## config.mk

```make
export PLATFORM = sky130hd
export DESIGN_NAME = simmem_wdata_tracker
export DESIGN_NICKNAME = d
export VERILOG_FILES = /design/src/rtl/simmem_wdata_tracker.sv
export SDC_FILE = /design/constraint.sdc
export NUM_CORES = 1
export LEC_CHECK = 0
export BUFFER_PORTS_ARGS = -buffer_cell sky130_fd_sc_hd__buf_2
export CORE_MARGIN = 1
export CORE_UTILIZATION = 50
export DETAILED_ROUTE_END_ITERATION = 12
export GPL_TIMING_DRIVEN = 0
export PLACE_DENSITY_LB_ADDON = 0.05
export SYNTH_ARGS = -nofsm -noshare
export SYNTH_HDL_FRONTEND = slang
export SYNTH_SLANG_ARGS = --single-unit
```

## constraint.sdc

```tcl
create_clock -name clk_i -period 4.7 [get_ports clk_i]
set_clock_uncertainty 0.15 [all_clocks]
set_input_delay 0.47 -clock clk_i [delete_from_list [all_inputs] [get_ports clk_i]]
set_output_delay 0.47 -clock clk_i [all_outputs]
set_load 0.01 [all_outputs]
```

## src/rtl/simmem_wdata_tracker.sv

```systemverilog
// Matches write data beats to write addresses for the simulated memory delay core.
// Beats that arrive before their address are counted and delivered with the address.
module simmem_wdata_tracker #(
    parameter int unsigned BurstLenW     = 8,
    parameter int unsigned IidW          = 4,
    parameter int unsigned Depth         = 8,
    parameter int unsigned MaxEarlyBeats = 64
) (
    input  logic                                   clk_i,
    input  logic                                   rst_i,
    input  logic                                   waddr_valid_i,
    output logic                                   waddr_ready_o,
    input  logic [BurstLenW-1:0]                   waddr_burst_len_i,
    input  logic [IidW-1:0]                        waddr_iid_i,
    input  logic                                   wdata_valid_i,
    output logic                                   wdata_ready_o,
    output logic                                   addr_valid_o,
    input  logic                                   addr_ready_i,
    output logic [BurstLenW:0]                     addr_imm_cnt_o,
    output logic                                   beat_valid_o,
    output logic [IidW-1:0]                        beat_iid_o,
    output logic                                   burst_done_o,
    output logic [IidW-1:0]                        done_iid_o,
    output logic [$clog2(MaxEarlyBeats+1)-1:0]     early_cnt_o,
    output logic [$clog2(Depth+1)-1:0]             pending_cnt_o
);

    localparam int unsigned EW = $clog2(MaxEarlyBeats + 1);
    localparam int unsigned PW = $clog2(Depth + 1);
    localparam int unsigned AW = $clog2(Depth);
    localparam int unsigned LW = BurstLenW + 1;
    localparam int unsigned CW = ((EW > LW) ? EW : LW) + 1;

    logic [EW-1:0]   e_q, e_d;
    logic [PW-1:0]   cnt_q;
    logic [AW-1:0]   rd_ptr_q, wr_ptr_q;
    logic [IidW-1:0] iid_mem [Depth];
    logic [LW-1:0]   rem_mem [Depth];

    logic            empty, full;
    logic            beat_acc, addr_acc, early_beat;
    logic            imm_done, push, pop;
    logic [CW-1:0]   len, e_next;
    logic [IidW-1:0] head_iid;
    logic [LW-1:0]   head_rem, push_rem;

    assign empty    = (cnt_q == '0);
    assign full     = (cnt_q == PW'(Depth));
    assign head_iid = iid_mem[rd_ptr_q];
    assign head_rem = rem_mem[rd_ptr_q];

    assign wdata_ready_o = !empty || (e_q < EW'(MaxEarlyBeats));
    assign addr_valid_o  = waddr_valid_i && !full;
    assign waddr_ready_o = addr_ready_i && !full;

    assign beat_acc   = wdata_valid_i && wdata_ready_o;
    assign addr_acc   = waddr_valid_i && waddr_ready_o;
    assign early_beat = beat_acc && empty;

    assign len    = CW'(waddr_burst_len_i) + CW'(1);
    assign e_next = CW'(e_q) + CW'(early_beat);

    // An address arriving to an empty FIFO completes immediately if enough beats are banked.
    assign imm_done = addr_acc && empty && (e_next >= len);
    assign push     = addr_acc && !imm_done;
    assign pop      = beat_acc && !empty && (head_rem == LW'(1));
    // With a non-empty FIFO e_next is zero, so this also yields the full length.
    assign push_rem = LW'(len - e_next);

    always_comb begin
        addr_imm_cnt_o = '0;
        e_d            = EW'(e_next);
        if (addr_acc && empty) begin
            if (imm_done) begin
                addr_imm_cnt_o = LW'(len);
                e_d            = EW'(e_next - len);
            end else begin
                addr_imm_cnt_o = LW'(e_next);
                e_d            = '0;
            end
        end
    end

    assign beat_valid_o  = beat_acc && !empty;
    assign beat_iid_o    = head_iid;
    assign burst_done_o  = imm_done || pop;
    assign done_iid_o    = empty ? waddr_iid_i : head_iid;
    assign early_cnt_o   = e_q;
    assign pending_cnt_o = cnt_q;

    always_ff @(posedge clk_i or posedge rst_i) begin
        if (rst_i) begin
            e_q      <= '0;
            cnt_q    <= '0;
            rd_ptr_q <= '0;
            wr_ptr_q <= '0;
        end else begin
            e_q   <= e_d;
            cnt_q <= cnt_q + PW'(push) - PW'(pop);
            if (push) wr_ptr_q <= wr_ptr_q + AW'(1);
            if (pop)  rd_ptr_q <= rd_ptr_q + AW'(1);
        end
    end

    // Entry storage needs no reset; occupancy is tracked by the pointers and count.
    always_ff @(posedge clk_i) begin
        if (push) begin
            iid_mem[wr_ptr_q] <= waddr_iid_i;
            rem_mem[wr_ptr_q] <= push_rem;
        end
        if (beat_acc && !empty && !pop) begin
            rem_mem[rd_ptr_q] <= head_rem - LW'(1);
        end
    end

endmodule

```

# Word level (Yosys, flattened, before mapping)
# Memories as Yosys holds them, arrays and structs flattened.
# Cells that the tools add are included.
# Widths: inputs -> output; s select.
# word_totals
out_inout_bits	33
mem_count	2
ramBits	104
word_cells	46
in_bits	17
ff_bits	17
# classes
n_lt_le_gt_ge	2
add_sub_neg	9
n_reduce_logical	18
eq_ne	2
muxes	9
# memory_table
name	depth	word_bits	read_ports	rd_clocked_by_memory_dff	wr	line_no	rtl
rem_mem	8	9	1	0	2	38	logic [LW-1:0] rem_mem [Depth];
iid_mem	8	4	1	0	1	37	logic [IidW-1:0] iid_mem [Depth];
# ops
cell	n
$mux 9	2
$mux 7	2
$logic_and 1x1->1	11
$add 8x1->9 const B	1
$eq 9x1->1 const B	1
$ge 8x9->1	1
$sub 9x1->9 const B	1
$sub 9x8->9	1
$add 7x1->8	1
$lt 7x7->1 const B	1
$sub 7x7->7	1
$add 3x1->3 const B	2
$add 4x1->4	1
$eq 4x4->1 const B	1
$logic_not 1->1	4
$logic_not 4->1	1
$mux 1	4
$mux 4	1
$sub 4x1->4	1
$logic_or 1x1->1	2

# Longest topological paths before layout
# Gate-level depths: netlist (run 1).
# logic_depth
ltp_word	12
depth_mapped	25
depth_no_buf	22

# Worst setup path after synthesis (run 1)
# Ideal clock, no wire load.
# synth_path
path_kind	flip-flop to flip-flop
start	register cnt_q[1], in the netlist pending_cnt_o[1]
end	register cnt_q[2], in the netlist pending_cnt_o[2]
path_buffers	3
setup_time_ps	123
slack_ps	-498
required_time_ps	4427
stages_incl_launch_ff	25
synth_period_minus_slack_ps	5198
t_arrival_ps	4926
cell_sequence	dfrtp_1 > nor2_1 > nand2_1 > nor3b_1 > ha_1 > ha_1 > nand3_1 > nor3_1 > or2_2 > clkbuf_1 > inv_1 > ha_1 > a21oi_1 > nor2_1 > nor3_1 > o31ai_4 > a22oi_1 > buf_2 > buf_2 > ha_1 > inv_1 > ha_1 > inv_1 > fa_1 > xnor2_1
# synth_via
elab_chain_len	12
word_cells_on_any_way	19
classes_between	add/sub: 3; order compare: 1; eq/ne: 1; reduce/logical: 14
# synth_lines
element	line_no	rtl
start, declared	35	logic [PW-1:0] cnt_q;
start signal, assigned	99	cnt_q <= cnt_q + PW'(push) - PW'(pop);
$logic_not 4->1	47	assign empty = (cnt_q == '0);
$logic_not 1->1	52, 66	
$logic_or 1x1->1	52	assign wdata_ready_o = !empty || (e_q < EW'(MaxEarlyBeats));
$logic_and 1x1->1	56	assign beat_acc = wdata_valid_i && wdata_ready_o;
$logic_and 1x1->1	58	assign early_beat = beat_acc && empty;
$add 7x1->8	61	assign e_next = CW'(e_q) + CW'(early_beat);
$ge 8x9->1	64	assign imm_done = addr_acc && empty && (e_next >= len);
$logic_and 1x1->1	64	
$logic_not 1->1	65	assign push = addr_acc && !imm_done;
$logic_and 1x1->1	65	
$add 4x1->4	99	
$sub 4x1->4 (*)	99	
# Every way passes the cells marked *; elsewhere a longest branch is shown, timed or not.
# A chain may end at the register's enable or synchronous reset.

# Final worst setup path (run 1)
# layout_path
start	register cnt_q[1], in the netlist pending_cnt_o[1]
end	output addr_imm_cnt_o[6]
# layout_via
elab_chain_len	10
word_cells_on_any_way	15
classes_between	add/sub: 1; order compare: 1; eq/ne: 1; mux: 2; reduce/logical: 10
# layout_lines
element	line_no	rtl
$logic_not 4->1	47	
$logic_not 1->1	52	
$logic_or 1x1->1	52	
$logic_and 1x1->1	56	
$logic_and 1x1->1	58	
$add 7x1->8	61	
$ge 8x9->1	64	
$logic_and 1x1->1	64	
$mux 9	74	if (imm_done) begin
$mux 9 (*)	73	if (addr_acc && empty) begin
end, declared	19	output logic [BurstLenW:0] addr_imm_cnt_o,
# Marked as above.

==> results of run 1 <==
[sequential cells by signal, summed over array words and instances, names as in the netlist]
signal,flops
pending_cnt_o,4
iid_mem,32
early_cnt_o,7
wr_ptr_q,3
rem_mem,72
rd_ptr_q,3
[through the flow]
| step | worst slack (ns) | std cells | power, mW |
|---|---|---|---|
| final | 0.0697 | 879 | 5.28 |
| after floorplan | 0.00960 | 591 | 3.17 |
| after CTS | 0.00951 | 871 | 5.19 |
| after global placement | -0.751 | 818 | 3.74 |
| after global routing | -0.0880 | 879 | 5.53 |
| after detailed placement | -0.751 | 818 | 3.81 |
[worst max-delay path: stages, from the launching register on]
cell and delay, ns:
dfrtp_2 0.45, nor2_4 0.18, nand2_8 0.08, nor3b_2 0.17, ha_2 0.23, nand3_1 0.17
nor2_2 0.20, xnor2_2 0.12, ha_2 0.38, nand4_1 0.23, nor2_4 0.17, nand4b_1 0.15
o21ai_2 0.21, a221o_1 0.19, nor2_2 0.08, buf_4 0.19, a211oi_1 0.23, buf_2 0.16
[synth_stat cells, types with 4 or more instances]
library cell / number / share of area
a211oi_1: 7 / 0.0073
a21oi_1: 16 / 0.011
a221oi_1: 13 / 0.016
a22oi_1: 5 / 0.0052
and3_1: 8 / 0.0069
buf_1: 4 / 0.0021
buf_2: 5 / 0.0035
clkbuf_1: 15 / 0.0078
dfrtp_1: 17 / 0.059
edfxtp_1: 104 / 0.43
ha_1: 24 / 0.042
inv_1: 28 / 0.015
mux2_2: 15 / 0.023
mux2i_1: 68 / 0.094
mux4_1: 5 / 0.018
mux4_2: 8 / 0.025
nand2_1: 30 / 0.016
nand2b_1: 5 / 0.0043
nand3_1: 21 / 0.015
nand3b_1: 6 / 0.0062
nor2_1: 32 / 0.017
nor2_4: 8 / 0.012
nor2b_1: 8 / 0.0069
nor3_1: 6 / 0.0042
o211ai_1: 4 / 0.0042
o21ai_0: 12 / 0.0083
o21bai_1: 8 / 0.0083
o22ai_1: 11 / 0.0095
o31ai_1: 8 / 0.0083
xnor2_1: 22 / 0.027
xor2_1: 12 / 0.015
[metal layers]
| layer | vias up | wire, um |
|---|---|---|
| li1 | 2433 | - |
| met1 | 2681 | 8440 |
| met2 | 234 | 9910 |
| met3 | 45 | 1220 |
| met4 | 0 | 467 |
| met5 | - | 0 |
[area by class of cell]
type                    instances  area, sq um
fillers                      1109         5210
multi-input cells             410         3690
flip-flops and latches        121         3550
repair buffers                 81          490
clock buffers                  18          429
well taps                     180          225
plain buffers                  25          149
clock inverters                13          131
inverters                      31          119
[power groups by stage]
| stage | clock (mW) | combinational (mW) | sequential, mW |
|---|---|---|---|
| 2_1_floorplan | 0 | 1.52 | 1.65 |
| 3_3_place_gp | 0 | 2.08 | 1.66 |
| 3_5_place_dp | 0 | 2.14 | 1.66 |
| 4_1_cts | 1.25 | 2.28 | 1.65 |
| 5_1_grt | 1.30 | 2.56 | 1.67 |
| 6_report | 1.25 | 2.38 | 1.65 |
[cell families after synthesis]
group	Yosys count
multiplexers	97
flip-flops	121
AO/OA/AOI/OAI	105
AND/OR/NAND/NOR	145
other	1
XOR/XNOR	35
buffers and inverters	60
adder cells (fa/ha/maj)	27
[how the worst max path moves through the flow]
stage / slack (ns) / endpoint / startpoint
final: 0.07 / addr_imm_cnt_o[6] / pending_cnt_o[1]$_DFF_PP0_
after global routing: -0.09 / addr_imm_cnt_o[6] / pending_cnt_o[1]$_DFF_PP0_
after CTS: 0.01 / rem_mem[7][3]$_DFFE_PP_ / pending_cnt_o[2]$_DFF_PP0_
after detailed placement: -0.75 / rem_mem[1][2]$_DFFE_PP_ / pending_cnt_o[1]$_DFF_PP0_
after global placement: -0.75 / rem_mem[1][2]$_DFFE_PP_ / pending_cnt_o[1]$_DFF_PP0_
after floorplan: 0.01 / pending_cnt_o[1]$_DFF_PP0_ / pending_cnt_o[3]$_DFF_PP0_
[repair_timing]
item	in CTS	in global routing
endpoints found under the hold margin	0	0
gates resized for setup	29	24
setup endpoints to repair	117	47
pin swaps	11	17
buffers inserted	26	8
cloned	0	0
hold buffers	0	0
==> summary.txt, run 1 <==
STA
  – Slew Limit Fails: 0
  – Final setup fails: 0
  – RSZ-0062 raised after global routing: yes
  – Final Cycle Share: 0.985
  – WHS: ~0.0044 ns
  – Post-route setup TNS: 0 ns
  – Endpoints failing hold: 0
  – Rel. slew slack: 0.269
  – Worst slew pin tran: around 1.1 ns
  – Fmax: 216 MHz
  – Tmin final: between 4 and 5 ns

Placement
  – PortBufs: 47
  – DP Wirelength: 13500 um
  – Routability congestion estimate: 0.946
  – Cell Area, Placed: about 7700 sq um

Power
  – Logic pwr share: 0.450
  – Sw power: between 2 and 2.5 mW
  – Clk pwr share: 0.236
  – Sequential power share: 0.313
  – Worst VDD drop: 0.382 mV
  – P per Cell Area: 601 nW/um^2
  – Pleak: roughly 3.2 nW
  – Pint: 3.27 mW
  – Switch share: 0.381

Clock network
  – TritonCTS clock tree: yes
  – CTS root buffer: clkbuf_16
  – Clock Latency Late Sink: 0.42 ns
  – Clock buffer count from CTS: 17
  – Htree depth: 4
  – Worst-path clk slew: approximately 0.05 ns
  – Clock Tree Buf Depth: 2
  – Clk sinks: 121

Synthesis
  – Main combinational cell family by area after synthesis: multiplexers
  – Post-synthesis xor/xnor area fraction: 0.0435
  – Ys async rst share: 0.140
  – Main flop type after synthesis: edfxtp_1
  – Seq/Total Area, Yosys: 0.492
  – Syn Area/Cell: 12.2 sq um
  – Simple-Gate Fraction of Synth Area: 0.112
  – EDFF count, synth: 104
  – Synth unique cells: 65
  – Gate Count Post-Synth: a little under 600
  – Yosys reg bits: 121
  – Syn Nets: 635
  – Post-Synth Adder-Cell Area: 0.0500
  – Mux cell area share after synthesis: 0.163
  – Warnings from Yosys: 0
  – Synth Area in Compound Gates: 0.103
  – Mapped Area: approximately 7200 sq um

GRT
  – Met1 Track Usage GR: 0.363
  – Busiest metal layer after global routing: met2
  – First-pass GRT wire length: approximately 30000 um
  – GR met3 Demand/Resource: 0.0618
  – Vias in the first global route: about 5300
  – Largest net degree at the start of global routing: 18
  – Met2 Resource Use GR: 0.465
  – Initial antenna violation count: 0
  – Total track usage: 0.282
  – GRT overflow: 0

Critical path
  – CP Capture Type: primary output
  – WS Path Type: reg -> out
  – Crit path DAT: approximately 4 ns
  – Max FO, Critical Path: 10
  – Worst Setup Start Kind: flip-flop
  – RR Startpoint: rd_ptr_q[1]$_DFFE_PP0P_
  – Worst EP required: 4.08 ns
  – Reg2reg path depth: 15
  – Worst flop-to-flop path endpoint: pending_cnt_o[1]$_DFF_PP0_
  – Reg2Reg Setup Slack: 0.19 ns

Routing
  – DR iter-0 viols: approximately 470
  – Total number of vias: approximately 5400
  – Final WL: 20000 um
  – Pre-Repair DR Iteration Count: 6
  – Residual DRC count: 0
  – Via density: ~6.1
  – Final antenna-violating net count: 0
  – Avg WL per Cell: roughly 23 um

Floorplanning
  – Row count: 43
  – Die ar.: between 10000 and 15000 sq um
  – Core ar.: roughly 14000 sq um
  – Starting Density: 0.516
  – Die height: 122 um
  – Top Ports: 50
  – Die Span X: approximately 120 um

Status
  – Status: complete, no violations

Layout
  – Final Util: 0.628
  – Most common cell after layout, fill and taps aside: edfxtp_1
  – Layout cell share with drive strength beyond 1: 0.299
  – Antenna diodes: 0
  – Most frequent cells in the layout: edfxtp_1, mux2i_1, buf_2
  – Area Growth Syn to Fin: 21.7%
  – Fin area: 8780 sq um
  – Final net count: 731

Job
  – Max_cap viols: 0

Hold path
  – Hold Path Class: in -> async
Power figures use the tool's default switching activity.
==> run 2: changes to the inputs <==
--- a/config.mk
+++ b/config.mk
@@ -5,6 +5,7 @@
 export SDC_FILE = /design/constraint.sdc
 export NUM_CORES = 1
 export LEC_CHECK = 0
+export ABC_AREA = 1
 export BUFFER_PORTS_ARGS = -buffer_cell sky130_fd_sc_hd__buf_2
 export CORE_MARGIN = 1
 export CORE_UTILIZATION = 50
==> constraint.sdc (replaced) <==
create_clock -name clk_i -period 5.8 [get_ports clk_i]
set_clock_uncertainty 0.15 [all_clocks]
set_input_delay 0.58 -clock clk_i [delete_from_list [all_inputs] [get_ports clk_i]]
set_output_delay 0.58 -clock clk_i [all_outputs]
set_load 0.01 [all_outputs]
==> run 2 against run 1 <==
Clock power fell by 9.6%. Sequential power fell by 17%. Register-to-register slack improved by 0.37 ns. Wire length fell by 4.3%. Clock-buffer cell count fell by 1. Critical path type unchanged. Highest routed layer unchanged.
==> summary.txt, run 2 <==
Layout
  – Final net count: between 1000 and 1500
  – Biggest register: rem_mem
  – Max reg flops: ~70
  – Fin area: around 8500 sq um
  – Area Growth Syn to Fin: 15.1%
  – Antenna diodes: 0
  – Final Util: 0.599
  – Final non-filler cell total: roughly 1200
  – Most frequent cells in the layout: nand2_1, edfxtp_1, inv_1
  – Register Area: approximately 3500 sq um
  – Multi-input logic area: roughly 3300 sq um
  – Layout cell share with drive strength beyond 1: 0.140
  – FILL cells: 1287
  – Most common cell after layout, fill and taps aside: nand2_1

Synthesis
  – Main flop type after synthesis: edfxtp_1
  – Seq/Total Area, Yosys: 0.482
  – Main combinational cell family by area after synthesis: simple AND/OR/NAND/NOR gates
  – Post-synthesis xor/xnor area fraction: 0.0319
  – Syn Nets: 948
  – Yosys reg bits: 121
  – Syn Area/Cell: about 8.1 sq um
  – Ys async rst share: 0.140
  – Warnings from Yosys: 0
  – Largest area contributor in the netlist: edfxtp_1
  – Gate Count Post-Synth: approximately 900
  – Synth unique cells: 40
  – Mux cell area share after synthesis: 0
  – Count leader, synth: nand2_1
  – EDFF count, synth: approximately 100
  – Top cells by area, synth: edfxtp_1, nand2_1, dfrtp_1
  – Post-Synth Adder-Cell Area: 0.0489
  – Mapped Area: between 7000 and 8000 sq um
  – Simple-Gate Fraction of Synth Area: 0.294
  – Synth cell count leaders: nand2_1, edfxtp_1, inv_1, nor2_1, nand3_1
  – Synth Area in Compound Gates: 0.0676
  – Yosys top cell area share: 0.424

Placement
  – PortBufs: 48
  – Routability congestion estimate: slightly above 0.9
  – DP Wirelength: 14000 um
  – Cell Area, Placed: slightly below 8000 sq um
  – Dpl ws: between 0.4 and 0.5 ns
  – Cells after DPL: 1132

GRT
  – Largest net degree at the start of global routing: 18
  – Initial antenna violation count: 0
  – Vias in the first global route: around 5700
  – Total track usage: 0.275
  – GRT overflow: 0
  – First-pass GRT wire length: between 30000 and 40000 um

Critical path
  – Slowest-stage cell, CP: dfrtp_1
  – WS Path Type: reg -> out
  – Worst Path Buf+Inv: 6
  – RR Startpoint: pending_cnt_o[2]$_DFF_PP0_
  – Most used cell, CP: nand2_1
  – Crit path max-delay family: simple AND/OR/NAND/NOR gates
  – CP cell instances: inv_1 -> ha_1 -> nand2_1 -> nor3_4 -> ha_1 -> ha_1 -> nand3_1 -> xor2_2 -> inv_1 -> ha_1 -> clkbuf_1 -> nand2_1 -> inv_1 -> nand2_1 -> nand3_1 -> nand4_1 -> nand2_1 -> nand2_1 -> clkbuf_1 -> o21ai_0 -> nor2_1 -> buf_2
  – Worst Setup SP: pending_cnt_o[2]$_DFF_PP0_
  – CP Capture Type: primary output
  – Worst EP required: 5.07 ns
  – Crit-path max cell delay: 0.37 ns
  – Worst Setup Start Kind: flip-flop
  – Max FO, Critical Path: 10
  – Crit path DAT: 4.62 ns
  – Reg2Reg Setup Slack: about 0.56 ns

Floorplanning
  – Die ar.: 15200 sq um
  – Top Ports: 50
  – Row count: 43
  – Starting Density: 0.520
  – Die Span X: around 120 um
  – Core ar.: 14100 sq um
  – Die height: approximately 120 um

Hold path
  – Hold Path Class: in -> async

Clock network
  – Post-CTS Setup Inserts: 0
  – Htree depth: 4
  – Post-CTS Resized: 0
  – Worst-path clk slew: around 0.060 ns
  – Clk sinks: between 100 and 150
  – Clock buffer count from CTS: 17
  – Clock Latency Late Sink: approximately 0.44 ns
  – CTS root buffer: clkbuf_16
  – Hold_buf cts: 0
  – TritonCTS clock tree: yes
  – Clock Tree Buf Depth: 2

Routing
  – Total number of vias: roughly 6000
  – Final WL: between 15000 and 20000 um
  – Final antenna-violating net count: 0
  – Residual DRC count: 0
  – Avg WL per Cell: 16.5 um
  – Via density: between 5 and 6
  – DR iter-0 viols: just under 500
  – Pre-Repair DR Iteration Count: 7

Power
  – Worst VDD drop: approximately 0.36 mV
  – Sw power: roughly 2.1 mW
  – Power, Total: slightly below 5 mW
  – Logic pwr share: 0.486
  – Switch share: 0.438
  – Pleak: 4.16 nW
  – Sequential power share: 0.282
  – Pint: around 2.7 mW
  – P per Cell Area: roughly 570 nW/um^2
  – Clk pwr share: 0.233

STA
  – WHS: 0.139 ns
  – Rel. slew slack: 0.306
  – Final Cycle Share: 0.923
  – Worst setup margin: 0.448 ns
  – Fmax: between 150 and 200 MHz
  – Slew Limit Fails: 0
  – RSZ-0062 raised after global routing: no
  – Post-route setup TNS: 0 ns
  – Tmin final: ~5.4 ns
  – Worst slew pin tran: between 1 and 1.5 ns
  – Final setup fails: 0
  – Endpoints failing hold: 0

Status
  – Status: complete, no violations

Job
  – Max_cap viols: 0
==> run 2: cell count changes after synthesis, sizes merged, moves of 12 or more <==
cell,delta
nand2,+376
mux2i,-68
inv,+60
o21ai,+27
nand3,+17
mux2,-16
xnor2,-15
mux4,-13
nor2,+13
a21oi,+12
==> run 2: layout make-up <==
class	instances	area share
flip-flops and latches	121	0.419
well taps	180	0.0266
multi-input cells	662	0.387
clock buffers	17	0.0502
inverters	90	0.0402
clock inverters	15	0.0235
plain buffers	31	0.0254
repair buffers	48	0.0284
==> run 2: worst reg2reg max path, stage by stage, from the launching register on <==
cell and delay [ns]:
dfrtp_1 0.37, inv_1 0.10, ha_1 0.16, nand2_1 0.29, nor3_4 0.33, ha_1 0.23
ha_1 0.19, nand3_1 0.26, xor2_2 0.28, inv_1 0.09, ha_1 0.27, clkbuf_1 0.29
nand2_1 0.09, inv_1 0.10, nand2_1 0.07, nand3_1 0.17, nand4_1 0.11, nand2_1 0.08
nand2_1 0.08, nand2_1 0.10, nand2_1 0.20, ha_1 0.35, inv_1 0.05, ha_1 0.15
inv_1 0.05, fa_1 0.38, xnor2_1 0.13
==> run 2: path summary, 6_finish.rpt <==
check                                                   to  cells after the start
worst max-delay path                     addr_imm_cnt_o[6]                     22
worst min-delay path            pending_cnt_o[2]$_DFF_PP0_                      2
worst max register to register  pending_cnt_o[2]$_DFF_PP0_                     26
worst min register to register  pending_cnt_o[0]$_DFF_PP0_                      1
max in group asynchronous          wr_ptr_q[2]$_DFFE_PP0P_                      2
min in group clk_i                 iid_mem[4][1]$_DFFE_PP_                      1
==> run 2: cell families after synthesis <==
| group | Yosys count |
|---|---|
| other cells | 1 |
| flops | 121 |
| buf+inv | 121 |
| compound gates | 89 |
| xor+xnor | 26 |
| fa+ha+maj | 27 |
| simple gates | 519 |
==> run 2: metal layers <==
metal  vias to the layer above  global-route usage  part of all wire
met1                      2812               0.378              0.47
met5                         -                   0                 0
met3                        29              0.0526             0.054
met2                       168               0.432              0.45
met4                         0              0.0986             0.020
li1                       3065                   -                 -
==> run 2: power by group through the flow <==
stage                     Sequential [mW]  Clock [mW]  Combinational [mW]
final                                1.37        1.13                2.37
after global routing                 1.39        1.17                2.65
after CTS                            1.37        1.14                2.35
after detailed placement             1.39           0                2.33
after global placement               1.39           0                2.32
after floorplan                      1.38           0                1.65
==> run 3: changes to the inputs <==
--- a/config.mk
+++ b/config.mk
@@ -7,8 +7,10 @@
 export LEC_CHECK = 0
 export ABC_AREA = 1
 export BUFFER_PORTS_ARGS = -buffer_cell sky130_fd_sc_hd__buf_2
+export CORE_ASPECT_RATIO = 0.7
 export CORE_MARGIN = 1
 export CORE_UTILIZATION = 50
+export CTS_CLUSTER_SIZE = 8
 export DETAILED_ROUTE_END_ITERATION = 12
 export GPL_TIMING_DRIVEN = 0
 export PLACE_DENSITY_LB_ADDON = 0.05
==> run 3 against run 2 <==
Clock-buffer cell count grew 1. Die area hardly changed. Global-route usage rose by 0.11 points. Cell count is 0.86% higher. Critical path depth shrank 1. Utilization up 0.43 points. Sequential cell count did not move. Register-to-register slack about the same. Critical path type unchanged. Largest cell class unchanged. Largest power group unchanged.
==> summary.txt, run 3 (synthesized netlist as in run 2, its figures left out) <==
GRT
  – Largest net degree at the start of global routing: 18
  – First-pass GRT wire length: 31400 um
  – Total track usage: 0.276
  – Initial antenna violation count: 0
  – Vias in the first global route: around 5700
  – GRT overflow: 0

Critical path
  – CP Capture Type: primary output
  – Max FO, Critical Path: 10
  – Crit path DAT: between 4 and 5 ns
  – Worst EP required: between 5 and 6 ns
  – WS Path Type: reg -> out
  – Worst Setup Start Kind: flip-flop

Routing
  – Residual DRC count: 0
  – DR iter-0 viols: 591
  – Pre-Repair DR Iteration Count: 5
  – Total number of vias: between 6000 and 7000
  – Via density: around 5.4
  – Avg WL per Cell: 17.1 um
  – Final antenna-violating net count: 0
  – Final WL: ~20000 um

Hold path
  – Hold Path Class: in -> async

Power
  – Clk pwr share: 0.245
  – Sw power: 2.16 mW
  – P per Cell Area: slightly below 600 nW/um^2
  – Pint: ~2.8 mW
  – Sequential power share: 0.275
  – Logic pwr share: 0.480
  – Switch share: 0.433
  – Pleak: 4.18 nW
  – Worst VDD drop: between 0.3 and 0.4 mV

Layout
  – Most frequent cells in the layout: nand2_1, edfxtp_1, inv_1
  – Final net count: slightly above 1000
  – Max reg flops: 72
  – Fin area: 8530 sq um
  – Most common cell after layout, fill and taps aside: nand2_1
  – Area Growth Syn to Fin: 15.8%
  – Antenna diodes: 0
  – Layout cell share with drive strength beyond 1: 0.140
  – Biggest register: rem_mem

Floorplanning
  – Die ar.: between 15000 and 20000 sq um
  – Top Ports: 50
  – Die height: just over 100 um
  – Die Span X: around 150 um
  – Starting Density: 0.521
  – Core ar.: ~14000 sq um
  – Row count: 36

Status
  – Status: complete, no violations

Clock network
  – Clock Tree Buf Depth: 2
  – Clock buffer count from CTS: 17
  – Htree depth: 4
  – Worst-path clk slew: 0.06 ns
  – TritonCTS clock tree: yes
  – Clock Latency Late Sink: approximately 0.42 ns
  – CTS root buffer: clkbuf_16
  – Post-CTS Setup Inserts: 0
  – Clk sinks: roughly 120

STA
  – Post-route setup TNS: 0 ns
  – Worst setup margin: around 0.39 ns
  – Fmax: about 180 MHz
  – Tmin final: 5.41 ns
  – RSZ-0062 raised after global routing: no
  – Endpoints failing hold: 0
  – Final setup fails: 0
  – Slew Limit Fails: 0
  – Worst slew pin tran: between 1 and 1.5 ns
  – Rel. slew slack: 0.228
  – Final Cycle Share: 0.933

Placement
  – Routability congestion estimate: around 0.9
  – DP Wirelength: about 15000 um
  – PortBufs: 48
  – Cell Area, Placed: ~7800 sq um
  – Dpl ws: 0.220 ns

Job
  – Max_cap viols: 0
==> run 3: power groups by stage <==
stage | clock [mW] | sequential [mW] | combinational, mW
floorplan | 0 | 1.38 | 1.65
global placement | 0 | 1.39 | 2.33
detailed placement | 0 | 1.39 | 2.35
CTS | 1.23 | 1.37 | 2.37
global route | 1.26 | 1.39 | 2.66
finish | 1.22 | 1.37 | 2.40
==> run 3: worst paths after layout <==
| kind | from | endpoint | slack, ns | depth (start not counted) |
|---|---|---|---|---|
| worst min register to register | pending_cnt_o[0]$_DFF_PP0_ | pending_cnt_o[0]$_DFF_PP0_ | 0.40 | 1 |
| worst min-delay path | rst_i | pending_cnt_o[1]$_DFF_PP0_ | 0.16 | 2 |
| max in group asynchronous | rst_i | early_cnt_o[4]$_DFF_PP0_ | 4.82 | 2 |
| min in group clk_i | waddr_iid_i[1] | iid_mem[1][1]$_DFFE_PP_ | 0.32 | 1 |
| worst max-delay path | pending_cnt_o[1]$_DFF_PP0_ | addr_imm_cnt_o[4] | 0.39 | 21 |
| worst max register to register | pending_cnt_o[1]$_DFF_PP0_ | pending_cnt_o[2]$_DFF_PP0_ | 0.55 | 25 |
==> run 3: layout make-up <==
type | instances | area, sq um
clock buffer | 18 | 429
inverter | 90 | 340
buffer | 31 | 215
tap | 190 | 238
clock inverter | 14 | 245
sequential | 121 | 3550
fill | 1246 | 5610
multi-input combinational | 662 | 3270
timing repair buffer | 48 | 240
==> run 3: per-layer routing <==
layer	vias to the layer above	wire (um)	global-route usage
li1	3066	-	-
met2	287	8050	0.379
met4	0	201	0.0648
met1	2926	10000	0.435
met5	-	0	0
met3	18	1760	0.0617
==> run 3: critical path: stages (launching register included) <==
cell	delay, ns
dfrtp_1	0.45
nor2_1	0.20
nand2_2	0.23
nor3_4	0.31
ha_1	0.24
ha_1	0.20
nand3_1	0.27
xor2_1	0.33
inv_1	0.10
ha_1	0.28
clkbuf_1	0.20
nand2_1	0.11
inv_1	0.06
nand2_1	0.08
nand3_1	0.15
nand4_1	0.11
nand2_1	0.05
nand2_1	0.10
clkbuf_1	0.41
o21ai_0	0.15
nor2_1	0.10
buf_2	0.13
==> run 3: timing repair <==
action	4_1_cts	5_1_grt
setup endpoints to repair	0	58
hold buffers	0	0
gates resized for setup	0	3
==> run 3: through the flow <==
stage / total power, mW / hold slack (ns) / utilization / instances
2_1_floorplan: 3.04 / 0.356 / - / 904
3_3_place_gp: 3.72 / 0.381 / 0.554 / 1142
3_5_place_dp: 3.74 / 0.395 / 0.554 / 1142
4_1_cts: 4.97 / 0.198 / 0.602 / 1174
5_1_grt: 5.32 / 0.219 / 0.603 / 1174
6_report: 4.99 / 0.158 / 0.603 / 1174
